File: src/rtl/sector_flusher.sv
// Write-back scheduler: walks dirty sectors round-robin on a flush command,
// issues each to the storage writer with retry/timeout, then clears its dirty bit.
//
// state       | meaning
// ------------+--------------------------------------------------------------
// S_IDLE      | waiting for flush_req
// S_SCAN      | pick next dirty sector at or after rr_ptr, or finish if clean
// S_ISSUE     | wb_valid held until the writer accepts
// S_WAIT_DONE | waiting for wb_done, bounded by the timeout counter
// S_CLEAR     | one-cycle clear of the dirty bit through the tracker port
// S_DONE      | one-cycle flush_done pulse
module sector_flusher #(
    parameter int NUM_SECTORS = 64,
    parameter int SADDR_W     = 6,
    parameter int TIMEOUT     = 1024,
    parameter int MAX_RETRY   = 3
) (
    input  logic                   clk,
    input  logic                   reset,
    input  logic [NUM_SECTORS-1:0] dirty_sectors,
    input  logic                   all_clean,
    input  logic                   flush_req,
    output logic                   busy,
    output logic                   flush_done,
    output logic                   flush_err,
    output logic                   wb_valid,
    output logic [SADDR_W-1:0]     wb_saddr,
    input  logic                   wb_ready,
    input  logic                   wb_done,
    input  logic                   wb_err,
    output logic                   clr_en,
    output logic [SADDR_W-1:0]     clr_saddr,
    output logic                   clr_d
);

    localparam int CNT_W   = (TIMEOUT > 2) ? $clog2(TIMEOUT) : 1;
    localparam int RETRY_W = (MAX_RETRY > 0) ? $clog2(MAX_RETRY + 1) : 1;
    localparam logic [CNT_W-1:0]   CNT_LAST    = CNT_W'(TIMEOUT - 1);
    localparam logic [RETRY_W-1:0] RETRY_LIMIT = RETRY_W'(MAX_RETRY);

    typedef enum logic [2:0] {
        S_IDLE,
        S_SCAN,
        S_ISSUE,
        S_WAIT_DONE,
        S_CLEAR,
        S_DONE
    } state_t;

    state_t state;
    state_t state_nxt;

    logic [SADDR_W-1:0]       rr_ptr;
    logic [SADDR_W-1:0]       cur_saddr;
    logic [RETRY_W-1:0]       retry_cnt;
    logic [CNT_W-1:0]         tmo_cnt;
    logic                     flush_err_q;

    logic [2*NUM_SECTORS-1:0] doubled;
    logic [NUM_SECTORS-1:0]   rotated;
    logic [SADDR_W-1:0]       pick_off;
    logic [SADDR_W-1:0]       pick_saddr;
    logic                     pick_found;
    logic                     attempt_fail;
    logic                     retry_left;

    // Rotate the bitmap so rr_ptr lands at bit 0; the lowest set bit of the
    // rotated vector is then the first dirty sector at or after rr_ptr.
    always_comb begin
        doubled    = {dirty_sectors, dirty_sectors} >> rr_ptr;
        rotated    = doubled[NUM_SECTORS-1:0];
        pick_found = 1'b0;
        pick_off   = '0;
        for (int i = NUM_SECTORS - 1; i >= 0; i--) begin
            if (rotated[i]) begin
                pick_found = 1'b1;
                pick_off   = SADDR_W'(i);
            end
        end
        pick_saddr = rr_ptr + pick_off;
    end

    assign retry_left = (retry_cnt < RETRY_LIMIT);

    always_ff @(posedge clk or posedge reset) begin
        if (reset) begin
            state <= S_IDLE;
        end else begin
            state <= state_nxt;
        end
    end

    always_comb begin
        state_nxt    = state;
        attempt_fail = 1'b0;
        case (state)
            S_IDLE: begin
                if (flush_req) begin
                    state_nxt = S_SCAN;
                end
            end
            S_SCAN: begin
                if (all_clean || !pick_found) begin
                    state_nxt = S_DONE;
                end else begin
                    state_nxt = S_ISSUE;
                end
            end
            S_ISSUE: begin
                if (wb_ready) begin
                    state_nxt = S_WAIT_DONE;
                end
            end
            S_WAIT_DONE: begin
                // A completion on the expiry cycle still counts as a completion.
                if (wb_done && !wb_err) begin
                    state_nxt = S_CLEAR;
                end else if (wb_done || (tmo_cnt == CNT_LAST)) begin
                    attempt_fail = 1'b1;
                    state_nxt    = retry_left ? S_ISSUE : S_DONE;
                end
            end
            S_CLEAR: begin
                state_nxt = S_SCAN;
            end
            S_DONE: begin
                state_nxt = S_IDLE;
            end
            default: begin
                state_nxt = S_IDLE;
            end
        endcase
    end

    always_ff @(posedge clk or posedge reset) begin
        if (reset) begin
            rr_ptr      <= '0;
            cur_saddr   <= '0;
            retry_cnt   <= '0;
            tmo_cnt     <= '0;
            flush_err_q <= 1'b0;
        end else begin
            case (state)
                S_IDLE: begin
                    if (flush_req) begin
                        flush_err_q <= 1'b0;
                    end
                end
                S_SCAN: begin
                    if (!all_clean && pick_found) begin
                        cur_saddr <= pick_saddr;
                        retry_cnt <= '0;
                    end
                end
                S_ISSUE: begin
                    if (wb_ready) begin
                        tmo_cnt <= '0;
                    end
                end
                S_WAIT_DONE: begin
                    tmo_cnt <= tmo_cnt + 1'b1;
                    if (attempt_fail) begin
                        if (retry_left) begin
                            retry_cnt <= retry_cnt + 1'b1;
                        end else begin
                            flush_err_q <= 1'b1;
                        end
                    end
                end
                S_CLEAR: begin
                    rr_ptr <= cur_saddr + 1'b1;
                end
                default: begin
                end
            endcase
        end
    end

    // Outputs decode straight from state so an async reset drops them at once.
    assign busy       = (state != S_IDLE);
    assign flush_done = (state == S_DONE);
    assign flush_err  = flush_err_q;
    assign wb_valid   = (state == S_ISSUE);
    assign wb_saddr   = cur_saddr;
    assign clr_en     = (state == S_CLEAR);
    assign clr_saddr  = cur_saddr;
    assign clr_d      = 1'b0;

endmodule

File: config.mk
export PLATFORM = sky130hd
export DESIGN_NAME = sector_flusher
export DESIGN_NICKNAME = d
export VERILOG_FILES = /design/src/rtl/sector_flusher.sv
export SDC_FILE = /design/constraint.sdc
export NUM_CORES = 1
export LEC_CHECK = 0
export BUFFER_PORTS_ARGS = -buffer_cell sky130_fd_sc_hd__buf_2
export CAP_MARGIN = 20
export CORE_AREA = 2 2 123 125
export CTS_CLUSTER_DIAMETER = 80
export DETAILED_ROUTE_END_ITERATION = 10
export DIE_AREA = 0 0 125 127
export MAX_ROUTING_LAYER = met4
export PLACE_DENSITY = 0.89
export SLEW_MARGIN = 10
export SYNTH_ARGS = -nofsm -noshare
export SYNTH_HDL_FRONTEND = slang
export SYNTH_SLANG_ARGS = --single-unit
File: constraint.sdc
create_clock -name clk -period 9.6 [get_ports clk]
set_input_delay 0.96 -clock clk [delete_from_list [all_inputs] [get_ports clk]]
set_output_delay 0.96 -clock clk [all_outputs]
set_load 0.03 [all_outputs]
==> reports/metrics.cfg, run 1 <==
[clock_tree]
clock_sinks=28
cts_buffers=3
cts-hold-fix-buffers=0
cts-root-buf=clkbuf_16
cts.repair.resized=0
cts_buffer_depth=2
cts_setup_buffers=0
htree_num_levels=1
clkLatencyLatePin_ns=0.26
clk_pin_slew_worst_paths_ns=0.07
cts_tree=built

[timing]
maxSlewViolCount=0
hold_viol_final=0
fin_crit_sh_pct=63.6
rsz0062_at_grt=false
setup_viol=0
worst_pin_slew_ns=0.911
fin_setup_tns_ns=0
timing.fmax_ghz=0.164
period_minus_slack_ns=6.10
skew_ns=0.00390
relSlewSlack_pct=38.9

[floorplanning]
fp.dieH_um=127
fp-row-count=44
start_util_pct=67.7
die-area_um2=15900
die_w_um=125
ios=89
core_area_um2=14400

[synth]
synth_edf_count=0
yosysSeqAreaShare_pct=7.17
post_synth.cell_area_avg_um2=10.3
async_flop_share_pct=100
yosysUniqueCellTypes=82
synthCells=950
mappedNetlistArea_um2=9770
ys.warnings.count=0
syn_nets=1030
ys_ff_latch=28
synthFlopType=dfrtp_1

[worst_setup_path]
cp_slowest_cell=dfrtp_4
r2r_cells=19
max_stage_delay_ns=0.79
start_kind=flop
crit_path_cell_trace=buf_4 -> mux4_2 -> mux4_2 -> mux2_2 -> mux2_2 -> or2_2 -> o211ai_1 -> a311oi_1 -> o31ai_1 -> o211ai_1 -> a21oi_1 -> ha_1 -> a21o_1 -> a21oi_1 -> o21bai_1 -> a21oi_1 -> xnor2_1 -> xnor2_1 -> mux2_2
crit_path_end_kind=flop
required_ns=9.75
path_class=flop to flop
arrival_ns=6.25
crit_path_max_fanout=40
crit_cells=19
path_buf_inv=1
cp_top_family=multiplexers

[power]
power_density_nw_per_um2=413
p_sw_share_pct=56.2
pwr-share-comb_pct=89.9
leakagePower_nw=3.64
p_seq_share_pct=7.2
p_sw_mw=2.38
ir_worst_vdd_mv=0.205
internal-power_mw=1.85
clkPwrFrac_pct=2.9

[grt]
grt_util_all_layers_pct=49.3
overflow=0
grt_pass1_wl_um=58200
grt_max_degree=136
antenna_found_initial=0
grt_pass1_vias=9408

[final_layout]
syn_to_final_growth_pct=4.98
fin_nets=1046
drive_above_1_share_pct=35.3
multi_input_area_um2=8590
antenna_cells=0
regArea_um2=716
final_cells=1149
n_fill_cell=1109

[drt]
via_per_inst=8.79
drcViolationCount=0
routed-via-count=10100
wl_um=38000
drtAntennaViolNets=0
wl_per_cell_um=33.1
first_iter_violations=1851
drtPass1Iterations=6

[outcome]
status=complete, no violations

[place]
post-dp-hpwl_um=28500
portBuffers=87
dp.cells=1144
gp_congestion=1.17

[run]
cap_violations=0

[hold_path]
hold_depth=1
hold_path_class=flop to flop

==> flip-flops by register name, indices dropped and copies added, names as in the netlist <==
name,cells
retry_cnt,2
state,3
rr_ptr,6
clr_saddr,6
flush_err,1
tmo_cnt,10
==> final cells by class <==
type                            count  share of cell area, %
Sequential cell                    28                   6.98
Clock inverter                      1                  0.293
Timing Repair Buffer               99                   5.44
Multi-Input combinational cell    819                   83.8
Inverter                           15                  0.549
Tap cell                          184                   2.25
Clock buffer                        3                  0.732
==> kinds of logic after synthesis <==
group	Yosys count	synth area share [%]
and+or+nand+nor	253	13.5
DFF	28	7.17
buffers and inverters	103	4.89
other	1	0.0384
xor gates and xnor gates	9	0.807
AOI/OAI and AO/OA	225	16.6
adders and majority gates	9	1.23
muxes	322	55.8
==> final timing paths <==
| kind | startpoint | to | slack (ns) |
|---|---|---|---|
| min reg2reg | tmo_cnt[8] | tmo_cnt[8] | 0.48 |
| max reg2reg | rr_ptr[0] | clr_saddr[5] | 3.50 |
| max | rr_ptr[0] | clr_saddr[5] | 3.50 |
| min | tmo_cnt[8] | tmo_cnt[8] | 0.48 |
| min in group asynchronous | reset | rr_ptr[2] | 0.64 |
| max in group asynchronous | reset | rr_ptr[5] | 8.54 |
==> synth_stat cells (6+ instances only) <==
cell / count / area [um^2]
o21ai_0: 32 / 160
buf_4: 11 / 82.6
o22ai_1: 14 / 87.6
inv_1: 13 / 48.8
mux2i_1: 62 / 621
xnor2_1: 7 / 61.3
buf_2: 22 / 110
o31ai_1: 11 / 82.6
nand2b_1: 14 / 87.6
nand4_1: 7 / 43.8
mux2_1: 42 / 473
nand3_1: 33 / 165
a31oi_1: 9 / 56.3
clkbuf_1: 36 / 135
ha_1: 8 / 100
nor2_1: 50 / 188
o221ai_1: 6 / 52.6
nor3_1: 22 / 110
dfrtp_1: 28 / 701
o21ai_1: 6 / 30.0
mux2_2: 49 / 552
a22o_1: 14 / 123
and2_1: 9 / 56.3
a311oi_1: 6 / 52.6
nand2_1: 62 / 233
mux4_2: 169 / 3810
nor2b_1: 8 / 50.1
o211ai_1: 12 / 90.1
a21oi_1: 27 / 135
buf_1: 16 / 60.1
nor3b_1: 9 / 67.6
a22oi_1: 21 / 158
a211oi_1: 7 / 52.6
==> placed cells by master, fill, tap and decap left out, types with 12 or more instances in the layout <==
| master | n |
|---|---|
| nor2_1 | 50 |
| a22o_1 | 14 |
| nand2_1 | 62 |
| dfrtp_1 | 22 |
| buf_2 | 87 |
| mux2_1 | 42 |
| o22ai_1 | 14 |
| mux4_2 | 169 |
| mux2_2 | 49 |
| nand2b_1 | 14 |
| nand3_1 | 33 |
| a21oi_1 | 27 |
| nor3_1 | 22 |
| a22oi_1 | 21 |
| o211ai_1 | 12 |
| mux2i_1 | 62 |
| o21ai_0 | 32 |
==> power by group through the flow <==
stage | logic, mW | registers, mW | clock network, mW
3_5_place_dp | 3.62 | 0.303 | 0
5_1_grt | 3.99 | 0.321 | 0.128
4_1_cts | 3.64 | 0.302 | 0.124
6_report | 3.80 | 0.307 | 0.123
3_3_place_gp | 3.61 | 0.301 | 0
2_1_floorplan | 2.80 | 0.223 | 0
==> metrics by stage <==
stage               cell area (um^2)  setup slack (ns)  power (mW)  util (%)  hold slack (ns)
floorplan                       9770              4.48        3.03         -            0.445
global placement               10100              3.57        3.91      70.2            0.465
detailed placement             10100              3.55        3.93      70.2            0.476
CTS                            10200              3.54        4.07      70.9            0.485
global route                   10300              3.09        4.44      71.1            0.514
finish                         10300              3.50        4.23      71.1            0.485
==> per-layer routing <==
| layer | GRT usage (%) | vias to the layer above | routed length, um |
|---|---|---|---|
| met5 | - | - | 0 |
| met4 | 23.3 | 0 | 2830 |
| met3 | 15.8 | 219 | 6160 |
| met2 | 69.7 | 1057 | 15800 |
| met1 | 65.0 | 4788 | 13200 |
| li1 | - | 4030 | - |
(Power assumes the default switching activity.)
==> run 2: changes to the inputs <==
ABC_AREA = 1   (was default)
CORE_AREA = 2 2 110 112   (was 2 2 123 125)
DIE_AREA = 0 0 112 114   (was 0 0 125 127)
PLACE_DENSITY = 0.82   (was 0.89)
clock period = 6.3 ns   (was 9.6 ns; I/O delays follow)
==> reports/metrics.cfg, run 2 <==
[outcome]
status=finished with violations
violations=negative setup slack

[floorplanning]
die_w_um=112  ; -10%
fp.dieH_um=114  ; -10%
core_area_um2=11700  ; -19%
ios=89  ; unchanged
start_util_pct=59.2  ; -8.5 points
die-area_um2=12800  ; -20%
fp-row-count=40  ; -9.1%

[final_layout]
n_fill_cell=1169  ; +5.4%
antenna_cells=0  ; unchanged
drive_above_1_share_pct=14.8  ; -21 points
layout_common_cells=nand2_1 (468), nand3_1 (303), o21ai_0 (126), inv_1 (115), buf_2 (87)
regMostFlops=tmo_cnt
largest_reg_flops=10  ; unchanged
syn_to_final_growth_pct=13.6
layout_commonest_cell=nand2_1
final_cells=1558  ; +36%
fin_nets=1492  ; +43%

[synth]
yosysTopAreaCellShare_pct=25.6  ; -13 points
synth_largest_area_cell=nand2_1
ys_ff_latch=28  ; unchanged
yosysUniqueCellTypes=39  ; -52%
syn_nets=1456  ; +41%
async_flop_share_pct=100  ; unchanged
synthCells=1376  ; +45%
synth_edf_count=0  ; unchanged
netlist_top_cells_count=nand2_1 (474), nand3_1 (346), o21ai_0 (132), inv_1 (117), nor2_1 (69)
synthFlopType=dfrtp_1
ys_top_cells_by_area=nand2_1 (26%), nand3_1 (25%), dfrtp_1 (10%)
mappedNetlistArea_um2=6940  ; -29%
yosysSeqAreaShare_pct=10.1  ; +2.9 points
ys.warnings.count=0  ; unchanged
post_synth.cell_area_avg_um2=5.04  ; -51%
yosysMostFrequentCell=nand2_1

[clock_tree]
clkLatencyLatePin_ns=0.26  ; about the same
clock_sinks=28  ; unchanged
cts_buffers=3  ; unchanged
clk_pin_slew_worst_paths_ns=0.07  ; about the same
cts_buffer_depth=2  ; unchanged
htree_num_levels=1  ; unchanged
cts_tree=built
cts-root-buf=clkbuf_16

[timing]
relSlewSlack_pct=57.1  ; +18 points
hold_viol_final=0  ; unchanged
skew_ns=0.00313  ; -0.000772 ns
layout_setup_ws_ns=-0.0121  ; -3.51 ns
period_minus_slack_ns=6.31  ; +0.209 ns
rsz0062_at_grt=true
timing.fmax_ghz=0.158  ; -3.3%
setup_viol=1  ; +1
fin_crit_sh_pct=100  ; +37 points
maxSlewViolCount=0  ; unchanged
worst_pin_slew_ns=0.641  ; -0.270 ns

[run]
cap_violations=0  ; unchanged

[worst_setup_path]
r2r_cells=75  ; +56
critPathLaunch=rr_ptr[0]
crit_path_max_fanout=9  ; -78%
path_class=flop to flop
required_ns=6.44  ; -3.31 ns
reg2reg_slack_ns=-0.01  ; -3.51 ns
start_kind=flop
r2r-end=clr_saddr[5]
arrival_ns=6.45  ; +0.20 ns
crit_top_cell=nand2_1
cp_slowest_cell=dfrtp_2
crit_path_end_kind=flop
max_stage_delay_ns=0.49  ; -0.30 ns
r2r-start=rr_ptr[0]

[drt]
drcViolationCount=0  ; unchanged
drtAntennaViolNets=0  ; unchanged
routed-via-count=9559  ; -5.3%
via_per_inst=6.14  ; -30%
wl_um=26800  ; -29%
first_iter_violations=1570  ; -15%
wl_per_cell_um=17.2  ; -48%
drtPass1Iterations=7  ; +1

[place]
dp.cells=1544  ; +35%
gp_congestion=1.08  ; -7.7%
post-dp-hpwl_um=20100  ; -30%
portBuffers=87  ; unchanged

[grt]
antenna_found_initial=0  ; unchanged
grt_pass1_wl_um=39900  ; -31%
grt_util_all_layers_pct=39.5  ; -9.8 points
overflow=0  ; unchanged
grt_max_degree=66  ; -51%
grt_pass1_vias=7875  ; -16%

[hold_path]
hold_path_class=input port to async pin

==> run 2: changes by cell type after synthesis, moves of 15 or more <==
| cell | before | now |
|---|---|---|
| mux2_1 | 42 | 0 |
| mux4_2 | 169 | 0 |
| nor2_1 | 50 | 69 |
| nand3_1 | 33 | 346 |
| o21ai_0 | 32 | 132 |
| mux2_2 | 49 | 0 |
| inv_1 | 13 | 117 |
| nor3_1 | 22 | 5 |
| nand2_1 | 62 | 474 |
| mux2i_1 | 62 | 12 |
| clkbuf_1 | 36 | 21 |
| a22oi_1 | 21 | 1 |
==> run 2: kinds of logic after synthesis <==
group                    Yosys count  share of synthesized area (%)
other                              1                         0.0541
adder cells (fa/ha/maj)            9                           1.73
buffers and inverters            219                           14.6
AND/OR/NAND/NOR                  910                           56.2
XOR/XNOR                           9                           1.14
flip-flops                        28                           10.1
multiplexers                      12                           1.73
AO/OA/AOI/OAI                    188                           14.5
==> run 2: critical path: cells and delay by family, from the launching register on <==
kind | cells | cell delay, ns
flops | 1 | 0.49
xor+xnor | 2 | 0.36
compound gates | 7 | 1.04
fa+ha+maj | 1 | 0.21
buf+inv | 5 | 0.50
simple gates | 60 | 3.56
==> run 2: metrics by stage <==
step	cell area (um^2)	setup TNS, ns	util, %	setup slack (ns)	hold slack [ns]
6_report	7880	-0.0121	67.3	-0.0121	0.327
4_1_cts	7410	0	63.3	0.0250	0.504
3_3_place_gp	7320	0	62.5	0.151	0.474
3_5_place_dp	7320	0	62.5	0.0427	0.487
2_1_floorplan	6940	0	-	0.902	0.457
5_1_grt	7880	-2.67	67.3	-0.817	0.354
==> run 2: what timing repair did <==
item	CTS	global route
hold buffers	0	0
hold endpoints to repair	0	0
gates resized for setup	0	69
setup endpoints to repair	0	6
buffers inserted	0	1
==> run 2: area by class of cell <==
cell class | instances | area (um^2) | share of cell area (%)
Clock buffer | 4 | 88.8 | 1.13
Inverter | 131 | 502 | 6.36
Multi-Input combinational cell | 1129 | 5480 | 69.5
Sequential cell | 28 | 707 | 8.97
Tap cell | 147 | 184 | 2.33
Timing Repair Buffer | 119 | 923 | 11.7
==> run 2: worst max-delay path by stage <==
stage,end,slack (ns),depth (start not counted)
after floorplan,clr_saddr[5],0.90,81
after global placement,clr_saddr[5],0.15,77
final,clr_saddr[5],-0.01,75
after global routing,clr_saddr[5],-0.82,83
after detailed placement,clr_saddr[5],0.04,77
after CTS,clr_saddr[5],0.03,77
==> run 2: per-layer routing <==
layer  track usage [%]  share of wire [%]  vias to the layer above
met5                 -                  0                        -
met4              11.4                4.6                        0
met2              61.7                 43                      640
met1              54.7                 40                     4201
li1                  -                  -                     4595
met3              3.77                 12                      123
Power of run 2 is left out: the tool's default activity adds up to more than one toggle a clock period on the data nets, which glitch-free logic cannot reach.
==> run 3: changes to the inputs <==
CORE_AREA = 2 2 127 98   (was 2 2 110 112)
DIE_AREA = 0 0 129 100   (was 0 0 112 114)
==> reports/metrics.cfg, run 3 (synthesized netlist as in run 2, its figures left out) <==
[place]
gp_congestion=1.08  ; unchanged
place_ws_ns=-0.0675  ; -0.110 ns
post-dp-hpwl_um=20200  ; +0.47%
portBuffers=87  ; unchanged

[worst_setup_path]
start_kind=flop
crit_path_max_fanout=11  ; +2
required_ns=6.45  ; about the same
arrival_ns=6.64  ; +0.19 ns
crit_top_cell=nand2_1
path_class=flop to flop
max_stage_delay_ns=0.51  ; +0.02 ns
cp_slowest_cell=dfrtp_2
crit_path_end_kind=flop

[final_layout]
antenna_cells=0  ; unchanged
largest_reg_flops=10  ; unchanged
layout_commonest_cell=nand2_1
syn_to_final_growth_pct=17.0
drive_above_1_share_pct=17.5  ; +2.7 points
fin_nets=1500  ; +0.54%
regMostFlops=tmo_cnt
n_fill_cell=1134  ; -3.0%
layout_common_cells=nand2_1 (461), nand3_1 (285), o21ai_0 (121), inv_1 (115), buf_2 (87)

[timing]
skew_ns=0.00683  ; +0.00370 ns
relSlewSlack_pct=52.1  ; -5.1 points
fin_crit_sh_pct=103  ; +2.9 points
hold_viol_final=0  ; unchanged
setup_viol=2  ; +1
worst_pin_slew_ns=0.715  ; +0.0739 ns
timing.fmax_ghz=0.154  ; -2.8%
fin_setup_tns_ns=-0.326  ; -0.314 ns
period_minus_slack_ns=6.49  ; +0.181 ns
layout_setup_ws_ns=-0.193  ; -0.181 ns
maxSlewViolCount=0  ; unchanged
rsz0062_at_grt=true

[grt]
grt_max_degree=67  ; +1.5%
overflow=0  ; unchanged
grt_pass1_wl_um=42100  ; +5.5%
grt_util_all_layers_pct=42.1  ; +2.6 points
grt_pass1_vias=8414  ; +6.8%
antenna_found_initial=0  ; unchanged

[clock_tree]
clkLatencyLatePin_ns=0.27  ; about the same
cts_buffers=3  ; unchanged
cts-hold-fix-buffers=0  ; unchanged
cts_tree=built
cts-root-buf=clkbuf_16
htree_num_levels=1  ; unchanged
clk_pin_slew_worst_paths_ns=0.07  ; about the same
clock_sinks=28  ; unchanged
cts_buffer_depth=2  ; unchanged

[drt]
via_per_inst=6.16  ; +0.46%
routed-via-count=9769  ; +2.2%
wl_um=27400  ; +2.1%
drcViolationCount=0  ; unchanged
wl_per_cell_um=17.3  ; +0.40%
first_iter_violations=1366  ; -13%
drtAntennaViolNets=0  ; unchanged
drtPass1Iterations=7  ; unchanged

[floorplanning]
fp-row-count=35  ; -13%
ios=89  ; unchanged
core_area_um2=11900  ; +1.3%
die_w_um=129  ; +15%
start_util_pct=58.5  ; -0.78 points
die-area_um2=12900  ; +1.0%
fp.dieH_um=100  ; -12%

[hold_path]
hold_path_class=input port to async pin

[outcome]
status=finished with violations
violations=negative setup slack

[run]
cap_violations=0  ; unchanged

## run 3: path summary, 6_finish.rpt
check	start	to	slack, ns	cells past startpoint
setup / recovery	rr_ptr[0]	clr_saddr[5]	-0.19	81
hold / removal	reset	state[1]	0.41	2
setup reg to reg	rr_ptr[0]	clr_saddr[5]	-0.19	81
hold reg to reg	retry_cnt[1]	retry_cnt[1]	0.50	2
max in group asynchronous	reset	rr_ptr[0]	5.38	3
min in group clk	retry_cnt[1]	retry_cnt[1]	0.50	2
## run 3: critical path, delay by kind of cell (launching register included)
family                     cells  cell delay [ns]
adders and majority gates      1             0.21
AOI/OAI and AO/OA              3             0.25
buffers and inverters          3             0.38
xor gates and xnor gates       2             0.38
and+or+nand+nor               72             4.60
DFF                            1             0.51
## run 3: final cells by class
type                       count  area [um^2]  share of cell area, %
clock inverter                 1         30.0                  0.370
tap                          166          208                   2.56
sequential                    28          706                   8.70
multi-input combinational   1129         5620                   69.3
clock buffer                   3         75.1                  0.925
timing repair buffer         127          976                   12.0
inverter                     131          499                   6.15
## run 3: per-layer routing
layer  routed length (um)  part of all wire, %  track usage (%)  up-vias
met3                 3320                   12             7.04      108
met2                11300                   41             61.8      692
met1                11500                   42             57.8     4356
met4                 1290                  4.7             16.5        0
met5                    0                    0                -        -
li1                     -                    -                -     4613
## run 3: per-stage QoR
step	utilization (%)	hold slack [ns]	std cells	cell area, um^2
6_report	68.4	0.413	1585	8110
5_1_grt	68.4	0.463	1585	8110
4_1_cts	65.4	0.498	1581	7760
3_5_place_dp	62.6	0.491	1572	7420
3_3_place_gp	62.6	0.476	1572	7420
2_1_floorplan	-	0.457	1376	6940
## run 3: what timing repair did
action,CTS,global route
pin swaps,8,19
setup buffers,2,1
resized for setup,36,69
setup endpoints to repair,2,6
gates cloned,3,2
Power of run 3 is left out for the same reason.
